$ cat config.mk
export PLATFORM = sky130hd
export DESIGN_NAME = dshot_pwm_bridge
export DESIGN_NICKNAME = d
export VERILOG_FILES = /design/src/rtl/dshot_pwm_bridge.sv
export SDC_FILE = /design/constraint.sdc
export NUM_CORES = 1
export LEC_CHECK = 0
export BUFFER_PORTS_ARGS = -buffer_cell sky130_fd_sc_hd__buf_2
export CORE_ASPECT_RATIO = 1.2
export CORE_MARGIN = 2
export CORE_UTILIZATION = 40
export CTS_BUF_LIST = sky130_fd_sc_hd__clkbuf_8
export DETAILED_ROUTE_END_ITERATION = 7
export HOLD_SLACK_MARGIN = 0.08
export SLEW_MARGIN = 0
export SYNTH_ARGS = -nofsm -noshare
export SYNTH_HDL_FRONTEND = slang
export SYNTH_SLANG_ARGS = --single-unit
$ cat constraint.sdc
create_clock -name i_clk -period 2.7 [get_ports i_clk]
set_clock_uncertainty 0.2 [all_clocks]
set_input_delay 0.27 -clock i_clk [delete_from_list [all_inputs] [get_ports i_clk]]
set_output_delay 0.27 -clock i_clk [all_outputs]
set_load 0.01 [all_outputs]
$ cat src/rtl/dshot_pwm_bridge.sv
// -----------------------------------------------------------------------------
// dshot_pwm_bridge
//   Decodes CHANNELS independent DShot lines, validates each 16-bit frame by
//   its 4-bit CRC, filters DShot commands, and drives one servo-style PWM
//   output per channel. A per-channel watchdog forces the minimum pulse when
//   no valid frame has arrived for TIMEOUT_CYCLES. New pulse widths only take
//   effect at a PWM period boundary, so a pulse is never cut or stretched.
//
// Ports
//   i_clk          system clock
//   i_rst          synchronous active-high reset
//   i_dshot_in     asynchronous DShot lines, one per channel
//   o_pwm_out      PWM outputs, one per channel
//   o_throttle     last accepted throttle, channel i at [11i+10:11i]
//   o_frame_valid  1-cycle pulse per accepted frame (throttle or command)
//   o_crc_err      1-cycle pulse per complete frame with a bad CRC
//   o_failsafe     high while the channel's watchdog has expired
// -----------------------------------------------------------------------------
`timescale 1ns/1ps
module dshot_pwm_bridge #(
  parameter int CHANNELS       = 4,
  parameter int BIT_CYCLES     = 27,
  parameter int ONE_THRESH     = 15,
  parameter int GAP_CYCLES     = 54,
  parameter int PWM_PERIOD     = 320000,
  parameter int PULSE_MIN      = 16000,
  parameter int PULSE_SHIFT    = 3,
  parameter int TIMEOUT_CYCLES = 1600000
) (
  input  logic                     i_clk,
  input  logic                     i_rst,
  input  logic [CHANNELS-1:0]      i_dshot_in,
  output logic [CHANNELS-1:0]      o_pwm_out,
  output logic [11*CHANNELS-1:0]   o_throttle,
  output logic [CHANNELS-1:0]      o_frame_valid,
  output logic [CHANNELS-1:0]      o_crc_err,
  output logic [CHANNELS-1:0]      o_failsafe
);

  localparam int HC_W = $clog2(2*BIT_CYCLES + 1);
  localparam int LC_W = $clog2(GAP_CYCLES + 1);
  localparam int WD_W = $clog2(TIMEOUT_CYCLES + 1);

  // The high/low counters start at 0 on the cycle after the edge is seen, so
  // a line level lasting N cycles leaves the counter at N-1 when the next edge
  // arrives. The limits below are offset accordingly.
  localparam logic [HC_W-1:0] ONE_LIM = HC_W'(ONE_THRESH - 1);
  localparam logic [HC_W-1:0] HI_LIM  = HC_W'(2*BIT_CYCLES - 1);
  localparam logic [LC_W-1:0] GAP_LIM = LC_W'(GAP_CYCLES - 2);
  localparam logic [WD_W-1:0] WD_LAST = WD_W'(TIMEOUT_CYCLES - 1);
  localparam logic [18:0]     PMIN    = 19'(PULSE_MIN);
  localparam logic [18:0]     PLAST   = 19'(PWM_PERIOD - 1);
  localparam logic [10:0]     T_ARMED = 11'd48;

  typedef enum logic [1:0] {
    S_IDLE = 2'd0,
    S_HIGH = 2'd1,
    S_LOW  = 2'd2
  } state_t;

  // DShot checksum: XOR of the three nibbles of throttle+telemetry.
  function automatic logic [3:0] dshot_crc(input logic [11:0] v);
    return v[3:0] ^ v[7:4] ^ v[11:8];
  endfunction

  logic [CHANNELS-1:0] r_sync1;
  logic [CHANNELS-1:0] r_sync2;
  logic [CHANNELS-1:0] r_prev;

  // Two-flop synchronizer plus one delayed copy for edge detection.
  always_ff @(posedge i_clk) begin
    if (i_rst) begin
      r_sync1 <= '0;
      r_sync2 <= '0;
      r_prev  <= '0;
    end else begin
      r_sync1 <= i_dshot_in;
      r_sync2 <= r_sync1;
      r_prev  <= r_sync2;
    end
  end

  for (genvar c = 0; c < CHANNELS; c++) begin : g_ch
    state_t            r_state;
    logic [HC_W-1:0]   r_high_cnt;
    logic [LC_W-1:0]   r_low_cnt;
    logic [4:0]        r_bit_cnt;
    logic [14:0]       r_shift;
    logic              r_fv;
    logic              r_ce;
    logic [10:0]       r_thr;
    logic [18:0]       r_target;
    logic [WD_W-1:0]   r_wd;
    logic              r_fs;
    logic [18:0]       r_cnt;
    logic [18:0]       r_active;
    logic              r_pwm;

    logic              w_rise;
    logic              w_fall;
    logic              w_bit;
    logic [15:0]       w_frame;
    logic [10:0]       w_t;
    logic              w_crc_ok;
    logic              w_last;
    logic              w_accept;
    logic [18:0]       w_t_off;
    logic [18:0]       w_target_new;
    logic [18:0]       w_target_eff;

    assign w_rise   = r_sync2[c] & ~r_prev[c];
    assign w_fall   = ~r_sync2[c] & r_prev[c];
    assign w_bit    = (r_high_cnt >= ONE_LIM);
    // Frame as it will look once the bit completing on this falling edge is in.
    assign w_frame  = {r_shift, w_bit};
    assign w_t      = w_frame[15:5];
    assign w_crc_ok = (dshot_crc(w_frame[15:4]) == w_frame[3:0]);
    assign w_last   = (r_state == S_HIGH) && w_fall && (r_bit_cnt == 5'd15);
    assign w_accept = w_last && w_crc_ok;

    assign w_t_off      = (w_t >= T_ARMED) ? (19'(w_t - T_ARMED) << PULSE_SHIFT) : 19'd0;
    assign w_target_new = PMIN + w_t_off;
    // Failsafe overrides the stored target without destroying it.
    assign w_target_eff = r_fs ? PMIN : r_target;

    // Receiver FSM: bit timing, frame assembly, CRC/command filtering.
    always_ff @(posedge i_clk) begin
      if (i_rst) begin
        r_state    <= S_IDLE;
        r_high_cnt <= '0;
        r_low_cnt  <= '0;
        r_bit_cnt  <= 5'd0;
        r_shift    <= 15'd0;
        r_fv       <= 1'b0;
        r_ce       <= 1'b0;
        r_thr      <= 11'd0;
        r_target   <= PMIN;
      end else begin
        r_fv <= 1'b0;
        r_ce <= 1'b0;
        case (r_state)
          S_IDLE: begin
            if (w_rise) begin
              r_state    <= S_HIGH;
              r_high_cnt <= '0;
              r_bit_cnt  <= 5'd0;
            end else begin
              r_state <= S_IDLE;
            end
          end
          S_HIGH: begin
            if (w_fall) begin
              r_shift <= w_frame[14:0];
              if (r_bit_cnt == 5'd15) begin
                r_state   <= S_IDLE;
                r_bit_cnt <= 5'd0;
                if (!w_crc_ok) begin
                  r_ce <= 1'b1;
                end else begin
                  r_fv <= 1'b1;
                  if (w_t == 11'd0) begin
                    r_thr    <= 11'd0;
                    r_target <= PMIN;
                  end else if (w_t >= T_ARMED) begin
                    r_thr    <= w_t;
                    r_target <= w_target_new;
                  end else begin
                    // Command frame: acknowledged but output left alone.
                    r_thr <= r_thr;
                  end
                end
              end else begin
                r_bit_cnt <= r_bit_cnt + 5'd1;
                r_low_cnt <= '0;
                r_state   <= S_LOW;
              end
            end else if (r_high_cnt >= HI_LIM) begin
              // Line stuck high longer than two bit times: drop the frame.
              r_state <= S_IDLE;
            end else begin
              r_high_cnt <= r_high_cnt + 1'b1;
            end
          end
          S_LOW: begin
            if (w_rise) begin
              r_state    <= S_HIGH;
              r_high_cnt <= '0;
            end else if (r_low_cnt >= GAP_LIM) begin
              // Frame gap before 16 bits: partial frame discarded silently.
              r_state <= S_IDLE;
            end else begin
              r_low_cnt <= r_low_cnt + 1'b1;
            end
          end
          default: begin
            r_state <= S_IDLE;
          end
        endcase
      end
    end

    // Watchdog: zeroed in step with each frame_valid, raises failsafe on expiry.
    always_ff @(posedge i_clk) begin
      if (i_rst) begin
        r_wd <= '0;
        r_fs <= 1'b0;
      end else if (w_accept) begin
        r_wd <= '0;
        r_fs <= 1'b0;
      end else if (!r_fs) begin
        if (r_wd == WD_LAST) begin
          r_fs <= 1'b1;
        end else begin
          r_wd <= r_wd + 1'b1;
        end
      end else begin
        r_wd <= r_wd;
      end
    end

    // PWM generator: width latched only at the period wrap.
    always_ff @(posedge i_clk) begin
      if (i_rst) begin
        r_cnt    <= 19'd0;
        r_active <= 19'd0;
        r_pwm    <= 1'b0;
      end else begin
        if (r_cnt == PLAST) begin
          r_cnt    <= 19'd0;
          r_active <= w_target_eff;
        end else begin
          r_cnt <= r_cnt + 19'd1;
        end
        r_pwm <= (r_cnt < r_active);
      end
    end

    assign o_pwm_out[c]          = r_pwm;
    assign o_throttle[11*c +: 11] = r_thr;
    assign o_frame_valid[c]      = r_fv;
    assign o_crc_err[c]          = r_ce;
    assign o_failsafe[c]         = r_fs;
  end

endmodule

Yosys cells after proc, flatten, opt, wreduce, memory -nomap -nowiden
Cells that the tools add are included.

Logic and storage cells: 415. Output and inout bits: 60. Input bits: 6. Bits in registers: 520.

$lt $le $gt $ge: 20. Reductions and logical operators: 80. Multiplexer cells: 120. $add $sub $neg: 28. Equality and inequality tests: 64. Bitwise operators: 44.

Operator list (count): 19-bit two-way mux (16); 6-bit two-way mux (28); 6-bit case mux with 2 select lines (8); 11-bit two-way mux (8); 21-bit by 1-bit adder with 21-bit output (second input constant) (4); 21-bit equality test (second input constant) (4); 14-bit by 19-bit adder with 19-bit output (first input constant) (4); 19-bit by 1-bit adder with 19-bit output (second input constant) (4); 19-bit equality test (second input constant) (4); 19-bit < comparator (4); 5-bit two-way mux (12); 2-bit != test (second input constant) (28); 6-bit by 1-bit adder with 6-bit output (second input constant) (8); 6-bit >= comparator (second input constant) (8); 11-bit by 6-bit subtractor with 12-bit output (second input constant) (4); 11-bit by 6-bit >= comparator with 1-bit output (second input constant) (4); 11-bit logical NOT (4); 2-bit two-way mux (20); 5-bit case mux with 2 select lines (4); 5-bit AND reduction (8); 2-bit nonzero test (16); 4-bit XOR (8); 1-bit inverter (28); 6-bit by 4-bit >= comparator with 1-bit output (second input constant) (4); other kinds (18) (116).

Depth between registers and ports, before layout
Gate-level depths: netlist of the first run.

Depth in word-level cells: 6. Depth in mapped cells: 11. Mapped depth without buffers: 10.

Least setup slack after synthesis of the first run
No wires, ideal clock.

Path type: flip-flop to flip-flop. Start point: reg g_ch[1].r_shift[8]. End point: reg g_ch[1].r_target[11]. Cell stages (with the launch flop): 11. Library setup time: 0.120 ns. Required time: 2.380 ns. Path buffers: 0. Path slack: -0.129 ns. Arrival: 2.509 ns. Clock period less this slack: 2.829 ns. Path through: dfxtp_1 -> ha_1 -> or3_1 -> nand2b_1 -> and2_1 -> ha_1 -> a211oi_1 -> a21boi_0 -> xor2_1 -> a21oi_1 -> a211o_1.

Longest elaborated chain between the ends: 5. Elaborated cells on any way between the ends: 12. Classes of those cells: add/sub (2); order compare (1); eq/ne (1); mux (3); bitwise (2); reduce/logical (3).

RTL lines: start, declared (line 88) `logic [14:0] r_shift;`; start signal, assigned (line 153) `r_shift <= w_frame[14:0];`; 11-bit by 6-bit subtractor with 12-bit output or 11-bit by 6-bit >= comparator with 1-bit output (tied branches) (line 121, 164); 19-bit two-way mux (line 121) `assign w_t_off = (w_t >= T_ARMED) ? (19'(w_t - T_ARMED) << PULSE_SHIFT) : 19'd0;`; 14-bit by 19-bit adder with 19-bit output (line 122) `assign w_target_new = PMIN + w_t_off;`; 19-bit two-way mux (line 164) `end else if (w_t >= T_ARMED) begin`; 19-bit two-way mux (line 161) `if (w_t == 11'd0) begin`; end signal, assigned (line 166) `r_target <= w_target_new;`; end, declared (line 92) `logic [18:0] r_target;`.

Parallel ways exist; a longest one is shown, timed or not. The select of a mux whose other input is x is not followed. A chain may end at the register's enable or synchronous reset.

Worst setup path after layout of the first run
Start point: reg g_ch[2].r_shift[11]. End point: reg g_ch[2].r_thr[2].

Longest elaborated chain between the ends: 3. Elaborated cells on any way between the ends: 7. Classes of those cells: order compare (1); eq/ne (1); mux (1); bitwise (1); reduce/logical (3).

RTL lines: start, declared (line 88); start signal, assigned (line 153); 11-bit by 6-bit >= comparator with 1-bit output (tied with other cells) (line 164); 2-bit nonzero test (no source line) or 4-bit equality test (tied branches); 5-bit AND reduction (no source line); end signal, assigned (line 165) `r_thr <= w_t;`; end signal, assigned (line 169) `r_thr <= r_thr;`; end, declared (line 91) `logic [10:0] r_thr;`.

Parallel ways exist; a longest one is shown, timed or not.

==> reports/qor.csv, run 1 <==
metric;value;unit
status;finished, final reports clean;
initial antenna violation count;1;
GRT overflow;0;
cell count after synthesis;2688;
vias in the first global route;18610;
Sequential Power Share;0.509;
ys async rst share;0;
setup TNS;0;ps
P_sw;3.277;mW
total power;14.55;mW
number of I/O port buffers;65;
H-tree levels;3;
ys flop type;dfxtp_1;
worst path required time;3050;ps
Final ANT Viol Nets;0;
synth cell count leaders;dfxtp_1 (496), nor2_1 (337), nand2_1 (288);
worst setup margin;42.98;ps
Clk Latency, worst-skew pair;650;ps
CP max FO;5;
Area contributors post-synth;dfxtp_1 (43%), ha_1 (5.8%), nor2_1 (5.5%);
Final Cycle Share;0.9841;
complex-gate fraction of the synthesized area;0.1305;
Final min period;2657;ps
Nets;2959;
Hold Violations, Final;0;
Pint;11.28;mW
Root Driver;clkbuf_8;
Setup-failing EPs final;0;
dpl ws;-363.4;ps
post-synthesis adder-cell area fraction;0.05847;
YS warnings;0;
unrepaired setup endpoints after global routing;yes;
largest family of logic cells by synthesized area;simple AND/OR/NAND/NOR gates;
Worst Path Arrival;3000;ps
fmax;376.4;MHz
sequential area share after synthesis;0.4296;
CP Capture Type;flip-flop;
clock share of power;0.467;
Lkg Pwr;10.74;nW
share of cells above drive strength 1;0.1382;
Switching Fraction;0.2251;
placer congestion estimate;0.8427;
Die ar.;59720;sq um
HPWL after DPL;35790;um
first-pass GRT wire length;86970;um
type of origin of the critical path;flip-flop;
Post-Synth Simple-Gate Area;0.2356;
Yosys cell types;79;
1st-pass router iterations;5;
power density over the cells;539.4;nW/um^2
Mapped Area;23110;sq um
reg2reg setup slack;40;ps
Hold WC Path Type;input pin to flip-flop;
CTS Sinks;496;
mean post-synth cell area;8.598;sq um
Reg clk slew, reported paths;60;ps
worst vdd ir;0.3531;mV
most numerous cell in the Yosys netlist;dfxtp_1;
total number of vias;18900;
starting density of the core;0.4042;
flops & latches, synth;496;
Logic pwr share;0.023;
FP Rows;96;
drc violations;0;
Die Width;223.4;um
share of Yosys cell area claimed by the top area cell type;0.4296;
CTS tree;done;
Syn-to-layout area delta;16.76;%
cell taking the most area after synthesis;dfxtp_1;
Die Ht;267.3;um
DR vias/cell;5.186;
Final Util;0.4720;
Post-Syn Nets;2802;
Total Routed Length;51740;um
Worst-Margin Slew;1106;ps
clk buf depth;3;
largest net degree at the start of global routing;44;
All-Layer GR Usage;0.1708;
EDFF count, synth;0;
Post-Synth XOR/XNOR Area;0.08949;
multiplexer area fraction after synthesis;0.01088;
fin. max-slew vios;0;
drt initial violations;908;
Num CTS Buffers;84;
Core ar.;57170;sq um
critical path type;flip-flop to flip-flop;
Slew headroom;0.2582;
num ports;66;
max-cap violations;0;
post-detailed-route wirelength per cell;14.19;um
-- worst max-delay path, cell delays in order (launching register included) --
cell	delay (ps)
dfxtp_2	350
xor3_1	430
or4_4	510
a2111oi_4	370
buf_6	180
buf_8	130
a31oi_4	120
a22o_1	270
-- sequential cells by signal (all words and copies together) (netlist names) --
register         cells
g_ch.r_active       64
g_ch.r_bit_cnt      20
g_ch.r_ce            4
g_ch.r_cnt          76
g_ch.r_fs            4
g_ch.r_fv            4
g_ch.r_high_cnt     24
g_ch.r_low_cnt      24
g_ch.r_pwm           4
g_ch.r_shift        60
g_ch.r_state         8
g_ch.r_target       64
g_ch.r_thr          44
g_ch.r_wd           84
r_prev               4
r_sync1              4
r_sync2              4
-- cell type report --
class / count / area, sq um
Clock buffer: 112 / 1541
Fill cell: 5519 / 30190
Clock inverter: 38 / 201.4
Multi-Input combinational cell: 1943 / 12450
Tap cell: 735 / 919.6
Antenna cell: 1 / 2.502
Timing Repair Buffer: 209 / 1513
Sequential cell: 496 / 9940
Inverter: 111 / 416.7
-- layout by cell type (no fill, tap or decap), types with 15 or more instances in the layout --
cell type  instances
nor4_1            21
a22o_1            47
xor2_1           128
dfxtp_1          488
clkbuf_8         112
a21o_1            18
xnor2_1          100
mux2i_1           24
and3_1            52
and4_1            15
a211oi_1          24
inv_1            133
buf_4            125
o21ai_0           89
nand3_1           84
nor2b_1           45
nor3_1            56
nor2_1           335
ha_1             103
nand4_1           49
nand2b_1          26
buf_2             64
nand2_1          288
and2_1            35
a21oi_1          170
-- worst paths after layout --
path	from	to	cells after the start
max	g_ch[2].r_shift[11]$_SDFFE_PP0P_	g_ch[2].r_thr[2]$_SDFFE_PP0P_	7
min	i_dshot_in[1]	r_sync1[1]$_SDFF_PP0_	3
max reg2reg	g_ch[2].r_shift[11]$_SDFFE_PP0P_	g_ch[2].r_thr[2]$_SDFFE_PP0P_	7
min reg2reg	g_ch[3].r_bit_cnt[4]$_SDFFE_PP0P_	g_ch[3].r_bit_cnt[4]$_SDFFE_PP0P_	2
-- routing by layer --
metal | track usage | wire [um] | vias to the layer above
li1 | - | - | 9588
met1 | 0.2043 | 23330 | 8944
met2 | 0.3063 | 25510 | 277
met3 | 0.02787 | 1670 | 94
met4 | 0.06486 | 1224 | 0
met5 | 0 | 0 | -
-- power by group through the flow --
stage | clock network (mW) | logic [mW] | registers (mW)
finish | 6.80 | 0.338 | 7.41
global route | 7.36 | 0.382 | 7.41
CTS | 7.06 | 0.337 | 7.41
detailed placement | 0 | 0.324 | 7.57
global placement | 0 | 0.315 | 7.57
floorplan | 0 | 0.222 | 7.56
-- per-stage QoR --
stage               instances  instance area [sq um]  hold slack [ps]
floorplan                2688                  23140            198.2
global placement         3474                  24780            213.0
detailed placement       3474                  24780            225.4
CTS                      3636                  26700            158.7
global route             3645                  26980            204.5
finish                   3645                  26980            207.6
-- kinds of logic after synthesis --
| logic type | Yosys count |
|---|---|
| xor gates and xnor gates | 231 |
| muxes | 25 |
| adders and majority gates | 108 |
| buffers and inverters | 253 |
| DFF | 496 |
| and+or+nand+nor | 1110 |
| AOI/OAI and AO/OA | 465 |
-- repair_timing --
action / in CTS / in global routing
gates resized for setup: 14 / 53
buffers inserted: 3 / 4
cloned: 1 / 4
pin swaps: 1 / 24
hold endpoints to repair: 98 / 0
hold buffers: 8 / 0
setup endpoints to repair: 25 / 128
(Power assumes the default switching activity.)
==> inputs of run 2 (changes only) <==
--- a/config.mk
+++ b/config.mk
@@ -5,10 +5,11 @@
 export SDC_FILE = /design/constraint.sdc
 export NUM_CORES = 1
 export LEC_CHECK = 0
+export ABC_CLOCK_PERIOD_IN_PS = 2700
 export BUFFER_PORTS_ARGS = -buffer_cell sky130_fd_sc_hd__buf_2
 export CORE_ASPECT_RATIO = 1.2
 export CORE_MARGIN = 2
-export CORE_UTILIZATION = 40
+export CORE_UTILIZATION = 31
 export CTS_BUF_LIST = sky130_fd_sc_hd__clkbuf_8
 export DETAILED_ROUTE_END_ITERATION = 7
 export HOLD_SLACK_MARGIN = 0.08
==> run 2 against run 1 <==
Compared with the run above:
- the flow now finishes with violations (negative setup slack)
- sequential power hardly changed
- first-iteration DRC count is 3.3% lower
- clock power is 3.2% higher
- fmax is 2.0% lower
- register-to-register slack worse by 50 ps
- count of clock-buffer cells in the layout is 17 lower
- global-route usage is 3.7 points lower
==> reports/qor.csv, run 2 (synthesized netlist as in run 1, its figures left out) <==
metric;value;unit;change
status;finished with violations;;
violated checks;negative setup slack;;
power density over the cells;540.5;nW/um^2;+0.21%
number of I/O port buffers;65;;unchanged
fmax;368.9;MHz;-2.0%
Die Width;253.3;um;+13%
FP Rows;109;;+14%
Critical Path Stages;7;;unchanged
fin. max-slew vios;0;;unchanged
starting density of the core;0.3132;;-0.09098
worst setup path endpoint;g_ch[0].r_thr[0]$_SDFFE_PP0P_;;
num ports;66;;unchanged
crit path cell chain;xor3_1, or4_4, a2111oi_4, and3_1, a21boi_4, buf_4, a22o_1;;
total number of vias;18430;;-2.5%
HPWL after DPL;35150;um;-1.8%
Total Routed Length;51690;um;about the same
Final Cycle Share;1.004;;+0.01994
Hold Violations, Final;0;;unchanged
Slew headroom;0.1996;;-0.05859
crit path launch;g_ch[0].r_shift[11]$_SDFFE_PP0P_;;
Die Ht;303.1;um;+13%
R2R depth;7;;unchanged
CTS Sinks;496;;unchanged
drt initial violations;878;;-3.3%
largest net degree at the start of global routing;62;;+41%
initial antenna violation count;1;;unchanged
All-Layer GR Usage;0.1334;;-0.03745
reg2reg setup slack;-10;ps;-50 ps
Reg clk slew, reported paths;70;ps;about the same
met3 routed wirelength;1568;um;-6.1%
Root Driver;clkbuf_8;;
worst setup margin;-10.87;ps;-53.85 ps
Largest Register;g_ch.r_wd;;
max-cap violations;0;;unchanged
H-tree levels;3;;unchanged
post-detailed-route wirelength per cell;13.20;um;-7.0%
vias in the first global route;17630;;-5.3%
1st-pass router iterations;5;;unchanged
Num CTS Buffers;82;;-2.4%
Final ANT Viol Nets;0;;unchanged
Die ar.;76760;sq um;+29%
Worst path top cell family by delay;compound AO/OA/AOI/OAI gates;;
worst vdd ir;0.3022;mV;-14%
Clk Latency, worst-skew pair;690;ps;+40 ps
Worst Path Arrival;3150;ps;+150 ps
CP peak stage delay;510;ps;about the same
Metal-1 WL;24850;um;+6.5%
Inst Count DP;3754;;+8.1%
GRT overflow;0;;unchanged
Worst-Margin Slew;1193;ps;+87.36 ps
drc violations;0;;unchanged
share of cells above drive strength 1;0.1376;;-0.0006275
Nets;2971;;+0.41%
dpl ws;-41.67;ps;+321.7 ps
CTS tree;done;;
Top Metal Used;met4;;
Core ar.;73780;sq um;+29%
Lkg Pwr;10.79;nW;+0.49%
type of origin of the critical path;flip-flop;;
first-pass GRT wire length;86170;um;-0.93%
critical path type;flip-flop to flip-flop;;
commonest cells after routing, fill and taps aside;dfxtp_1 (491), nor2_1 (335), nand2_1 (285);;
unrepaired setup endpoints after global routing;yes;;
DR vias/cell;4.707;;-9.2%
commonest non-fill, non-tap cell in the layout;dfxtp_1;;
Final min period;2711;ps;+53.85 ps
Largest regs;g_ch.r_wd: 84 flops, g_ch.r_cnt: 76 flops;;
crit path buf inv count;1;;-1
max reg flops;84;;unchanged
placer congestion estimate;0.8121;;-3.6%
CP max FO;4;;-1
Non-Filler Instances;3915;;+7.4%
FF-to-FF End;g_ch[0].r_thr[0]$_SDFFE_PP0P_;;
Syn-to-layout area delta;18.35;%;
CP Capture Type;flip-flop;;
Reg-to-Reg Start;g_ch[0].r_shift[11]$_SDFFE_PP0P_;;
Hold WC Path Type;input pin to flip-flop;;
WL met2;24010;um;-5.9%
Setup-failing EPs final;7;;+7
worst hold margin;196.3;ps;-11.29 ps
clk buf depth;3;;unchanged
fill cell count;7599;;+38%
CP max stage cell;or4_4;;
worst path required time;3140;ps;+90 ps
## run 2: worst min path at each step
stage | startpoint | end | slack, ps | cells after the start
floorplan | i_dshot_in[0] | r_sync1[0]$_SDFF_PP0_ | 200 | 1
global placement | g_ch[0].r_bit_cnt[4]$_SDFFE_PP0P_ | g_ch[0].r_bit_cnt[4]$_SDFFE_PP0P_ | 210 | 2
detailed placement | g_ch[0].r_bit_cnt[4]$_SDFFE_PP0P_ | g_ch[0].r_bit_cnt[4]$_SDFFE_PP0P_ | 220 | 2
CTS | i_dshot_in[2] | r_sync1[2]$_SDFF_PP0_ | 130 | 3
global route | i_dshot_in[2] | r_sync1[2]$_SDFF_PP0_ | 210 | 3
finish | i_dshot_in[2] | r_sync1[2]$_SDFF_PP0_ | 200 | 3
## run 2: where the power goes
group / internal (mW) / switching, mW
Combinational: 0.125 / 0.227
Clock: 3.90 / 3.12
Sequential: 7.37 / 0.0426
## run 2: routing by layer
layer / GRT usage / up-vias
met1: 0.1732 / 8534
met3: 0.02164 / 88
met4: 0.05354 / 0
met2: 0.2210 / 204
met5: 0 / -
li1: - / 9600
## run 2: final cells by class
type                            instances  area, sq um  share of cell area
Antenna cell                            1        2.502          0.00009149
Clock buffer                           95         1308             0.04780
Clock inverter                         47        424.2             0.01551
Inverter                              111        416.7             0.01523
Multi-Input combinational cell       1943        12340              0.4512
Sequential cell                       496         9936              0.3632
Tap cell                              999         1250             0.04570
Timing Repair Buffer                  223         1674             0.06121
## run 2: metrics by stage
step	util	setup TNS (ps)	power (mW)	instance area, sq um
after floorplan	-	0	7.783	23140
after global placement	0.3428	0	7.900	25290
after detailed placement	0.3428	-323.2	7.905	25290
after CTS	0.3669	0	15.06	27070
after global routing	0.3707	-2723	15.42	27350
final	0.3707	-40.22	14.78	27350
## run 2: what timing repair did
item / 4_1_cts / 5_1_grt
gates resized for setup: 1 / 40
setup buffers: 0 / 7
hold buffers: 5 / 0
endpoints found under the setup margin: 1 / 115
pin swaps: 0 / 16
gates cloned: 0 / 6
hold endpoints to repair: 65 / 0
## run 2: worst register-to-register path, stage by stage (launching register included)
cell,delay (ps)
dfxtp_2,340
xor3_1,410
or4_4,510
a2111oi_4,490
and3_1,240
a21boi_4,200
buf_4,150
a22o_1,120
